## src/rtl/set_sequencer.sv

```systemverilog
// set_sequencer: sequences the shared ALU subtract path to produce an unsigned
// set-compare result (SLT/SLE/SGT/SGE/SEQ/SNE) over a valid/ready handshake.
module set_sequencer #(
    parameter int WIDTH = 32
) (
    input  logic             clk,
    input  logic             reset,
    input  logic             start,
    input  logic [2:0]       op,
    input  logic [WIDTH-1:0] a,
    input  logic [WIDTH-1:0] b,
    output logic [WIDTH-1:0] alu_a,
    output logic [WIDTH-1:0] alu_b,
    output logic             alu_sub,
    output logic             alu_en,
    input  logic             alu_cout,
    input  logic             alu_zero,
    output logic [WIDTH-1:0] result,
    output logic             valid,
    input  logic             ack,
    output logic             err,
    output logic             busy
);
    typedef enum logic [1:0] {IDLE, DRIVE, EVAL, HOLD} state_t;

    state_t           state, nxt;
    logic [WIDTH-1:0] opa, opb;
    logic [2:0]       opr;
    logic             cf, zf, lt, le, ill, res_bit, accept;

    assign accept = (state == IDLE) && start;

    always_ff @(posedge clk) begin
        if (reset) begin
            state  <= IDLE;
            opa    <= '0;
            opb    <= '0;
            opr    <= '0;
            cf     <= 1'b0;
            zf     <= 1'b0;
            result <= '0;
            err    <= 1'b0;
        end else begin
            state <= nxt;
            if (accept) begin
                // SGT/SGE reuse the less-than logic by swapping operands
                opa    <= (op[2:1] == 2'b01) ? b : a;
                opb    <= (op[2:1] == 2'b01) ? a : b;
                opr    <= op;
                result <= '0;
                err    <= 1'b0;
            end
            if (state == DRIVE) begin
                cf <= alu_cout;
                zf <= alu_zero;
            end
            if (state == EVAL) begin
                result <= WIDTH'(res_bit);
                err    <= ill;
            end
        end
    end

    always_comb begin
        nxt     = state;
        lt      = !cf && !zf;
        le      = !cf || zf;
        ill     = opr[2] && opr[1];
        res_bit = ill ? 1'b0 : opr[2] ? (opr[0] ? !zf : zf) : (opr[0] ? le : lt);
        case (state)
            IDLE:  nxt = start ? DRIVE : IDLE;
            DRIVE: nxt = EVAL;
            EVAL:  nxt = HOLD;
            HOLD:  nxt = ack ? IDLE : HOLD;
            default: nxt = IDLE;
        endcase
    end

    assign busy    = state != IDLE;
    assign valid   = state == HOLD;
    assign alu_en  = state == DRIVE;
    assign alu_sub = alu_en;
    assign alu_a   = alu_en ? opa : '0;
    assign alu_b   = alu_en ? opb : '0;
endmodule

```

## config.mk

```make
export PLATFORM = sky130hd
export DESIGN_NAME = set_sequencer
export DESIGN_NICKNAME = d
export VERILOG_FILES = /design/src/rtl/set_sequencer.sv
export SDC_FILE = /design/constraint.sdc
export NUM_CORES = 1
export LEC_CHECK = 0
export BUFFER_PORTS_ARGS = -buffer_cell sky130_fd_sc_hd__buf_2
export CAP_MARGIN = 20
export CORE_MARGIN = 4
export CORE_UTILIZATION = 43
export DETAILED_ROUTE_END_ITERATION = 8
export PLACE_DENSITY_LB_ADDON = 0.2
export SLEW_MARGIN = 10
export SYNTH_ARGS = -nofsm -noshare
export SYNTH_HDL_FRONTEND = slang
export SYNTH_SLANG_ARGS = --single-unit
```

## constraint.sdc

```tcl
create_clock -name clk -period 1.3 [get_ports clk]
set_clock_uncertainty 0.15 [all_clocks]
set_input_delay 0.065 -clock clk [delete_from_list [all_inputs] [get_ports clk]]
set_output_delay 0.065 -clock clk [all_outputs]
set_load 0.02 [all_outputs]
```

==> impl_metrics.tcl <==
set metrics [dict create \
    finalMaxSlewViolations 0 \
    clockPowerShare 0.265 \
    leakage_nw 3.069 \
    nFillCells 504 \
    via_per_inst 5.376 \
    cp_data_arrival_time_ns 1.83 \
    synthXorXnorAreaFrac 0.002300 \
    yosys_warnings 0 \
    hold_start "reset" \
    cts_buffer_depth 2 \
    switchingPower_mw 2.290 \
    status "finished with violations" \
    dieArea_um2 10430 \
    postSynthCellCount 507 \
    ir_worst_vdd_v 0.0006774 \
    synth_seq_area_share 0.3837 \
    ys_types 25 \
    die_w_um 102.1 \
    stdcell_count 849 \
    synthMuxAreaShare 0.005256 \
    final_core_util 0.8028 \
    final_area_um2 6967 \
    cp.required_ns 1.38 \
    cts_buffers 9 \
    io_buffers 142 \
    die_y_um 102.1 \
    placed_cells 729 \
    drive_above_1_share 0.4743 \
    gr-total-overflow 0 \
    critPathCaptureType "register" \
    power_density_nw_per_um2 1000 \
    drt-pass1-iter-count 5 \
    grt_pass1_wl_um 20800 \
    worstPathMaxFanout 4 \
    post_synth_fa_ha_maj_area_fraction 0 \
    wl_met1_um 5624 \
    place_congestion 0.7816 \
    rsz0062_at_grt "true" \
    combPwrFrac 0.356 \
    drc_errors 0 \
    fin_ws_ns -0.4489 \
    first_iter_violations 234 \
    maxCapViolCount 0 \
    seqCellArea_um2 1469 \
    vias 4564 \
    period_share 1.345 \
    worstSkewPairLatency_ns 0.35 \
    holdPathStages 3 \
    gr-usage-all-layers 0.2505 \
    core_area_um2 8678 \
    grt_pass1_vias 4375 \
    synthSimpleGateAreaFrac 0.3311 \
    rr_startpoint "state[1]" \
    layout_commonest_cell "nand2_1" \
    start_util 0.4389 \
    cts-root-buf "clkbuf_8" \
    crit-reg2reg-capture "opb[19]" \
    regToRegSetupSlack_ns -0.45 \
    cts.clk_slew.worst_paths_ns 0.09 \
    synth_area_leaders "dfxtp_1 38%, a311oi_1 15%, nand2_1 13%" \
    pwr-share-seq 0.379 \
    wire_per_inst_um 17.82 \
    synth-seq-cells 73 \
    path_class "register to register" \
    finalSetupTns_ns -46.72 \
    critPathLaunchType "register" \
    row_count 34 \
    highest_layer "met4" \
    swShare 0.3287 \
    multi_input_area_um2 2546 \
    area_growth_syn_to_layout_pct 82.92 \
    htree_levels 3 \
    reg2regPathDepth 7 \
    synthesis.area_um2 3809 \
    yosysTopAreaCellShare 0.3837 \
    ios 174 \
    yosysTopAreaCell "dfxtp_1" \
    route.met3.wl_um 1052 \
    final_antenna_net_count 0 \
    hold_class "input port to register" \
    nets 809 \
    violations "negative setup slack" \
    syn-mean-instance-area_um2 7.512 \
    final_hold_viol_count 0 \
    hold_end "state[1]" \
    wl_met2_um 7948 \
    postRouteWirelength_um 15130 \
    antenna_found_initial 1 \
    post-dp-hpwl_um 6991 \
    max_freq_mhz 571.8 \
    setup_viol 139 \
    cts_tree "done" \
    synth_top_family_by_area "simple AND/OR/NAND/NOR gates" \
    fin_crit_ns 1.749 \
    grt_max_degree 52 \
    place_area_um2 4656 \
    synth_compound_area_frac 0.1616 \
    clock-sinks 73 \
    p_int_mw 4.677 \
    layout_common_cells "131 x nand2_1, 82 x buf_2, 71 x dfxtp_1, 71 x dlygate4sd3_1, 58 x buf_6" \
]
[power groups by stage]
| stage | registers [mW] | logic, mW | clock network, mW |
|---|---|---|---|
| 6_report | 2.64 | 2.48 | 1.85 |
| 5_1_grt | 2.66 | 2.63 | 1.92 |
| 4_1_cts | 2.59 | 2.20 | 1.84 |
| 3_5_place_dp | 2.63 | 1.35 | 0 |
| 3_3_place_gp | 2.62 | 1.32 | 0 |
| 2_1_floorplan | 2.60 | 1.05 | 0 |
[timing repair]
| item | in CTS | in global routing |
|---|---|---|
| endpoints found under the hold margin | 71 | 0 |
| gates resized for setup | 140 | 129 |
| pin swaps | 37 | 36 |
| cloned | 15 | 0 |
| buffers inserted | 17 | 6 |
| hold buffers | 71 | 0 |
| setup endpoints to repair | 139 | 140 |
[stage by stage]
| step | hold WS, ns | power (mW) | setup WS [ns] |
|---|---|---|---|
| 3_5_place_dp | 0.1253 | 3.978 | -0.2805 |
| 5_1_grt | 0.09092 | 7.213 | -0.4841 |
| 2_1_floorplan | 0.01424 | 3.651 | -0.07392 |
| 3_3_place_gp | 0.1200 | 3.940 | -0.1754 |
| 4_1_cts | 0.03000 | 6.631 | -0.4195 |
| 6_report | 0.06797 | 6.967 | -0.4489 |
[synth_stat cells]
cell type,n
nand2_1,135
dfxtp_1,73
nor2_1,67
and2_1,65
a311oi_1,64
buf_4,36
clkbuf_1,29
buf_2,11
a21oi_1,5
nand2b_1,3
nand3_1,3
mux2i_1,2
nor2b_1,2
a211o_1,1
a211oi_1,1
a31oi_1,1
and2b_1,1
conb_1,1
inv_1,1
nand4b_1,1
nor3b_4,1
o21bai_1,1
or2_2,1
or3b_2,1
xor2_1,1
[critical path: stages (launching register included)]
cell	delay (ns)
dfxtp_4	0.35
buf_6	0.11
nor3b_4	0.23
buf_6	0.16
buf_8	0.14
buf_6	0.13
nor2_1	0.05
a311oi_1	0.30
[worst max path at each step]
stage                           to  slack, ns  cells after the start      from
after floorplan            opb[22]      -0.07                      6  state[1]
after global placement      opa[6]      -0.18                      4  state[1]
after detailed placement   opa[18]      -0.28                      4  state[1]
after CTS                 alu_b[7]      -0.42                      4  state[1]
after global routing       opb[19]      -0.48                      7  state[1]
final                      opb[19]      -0.45                      7  state[1]
[cell families (layout without fill, tap and decap cells)]
logic type | count (synthesis) | count (layout)
buffers and inverters | 77 | 280
XOR/XNOR | 1 | 1
other | 1 | 32
multiplexers | 2 | 2
flip-flops | 73 | 73
AND/OR/NAND/NOR | 280 | 280
AO/OA/AOI/OAI | 73 | 73
[flip-flops by register name, summed over array words and instances (netlist names)]
register / count
opb: 32
opa: 32
opr: 3
state: 2
result: 1
err: 1
cf: 1
zf: 1
[routing by layer]
metal  up-vias  track usage
li1       2111            -
met1      2176       0.3011
met2       226       0.4443
met3        51      0.04369
met4         0      0.09586
met5         -            0
[area by class of cell]
cell class,instances,area share
timing repair buffer,264,0.3754
multi-input combinational,387,0.3655
sequential,73,0.2108
clock buffer,11,0.02029
tap,108,0.01940
clock inverter,4,0.007723
inverter,1,0.0005388
antenna,1,0.0003592
Note: power is estimated with default switching activity, not from simulation.
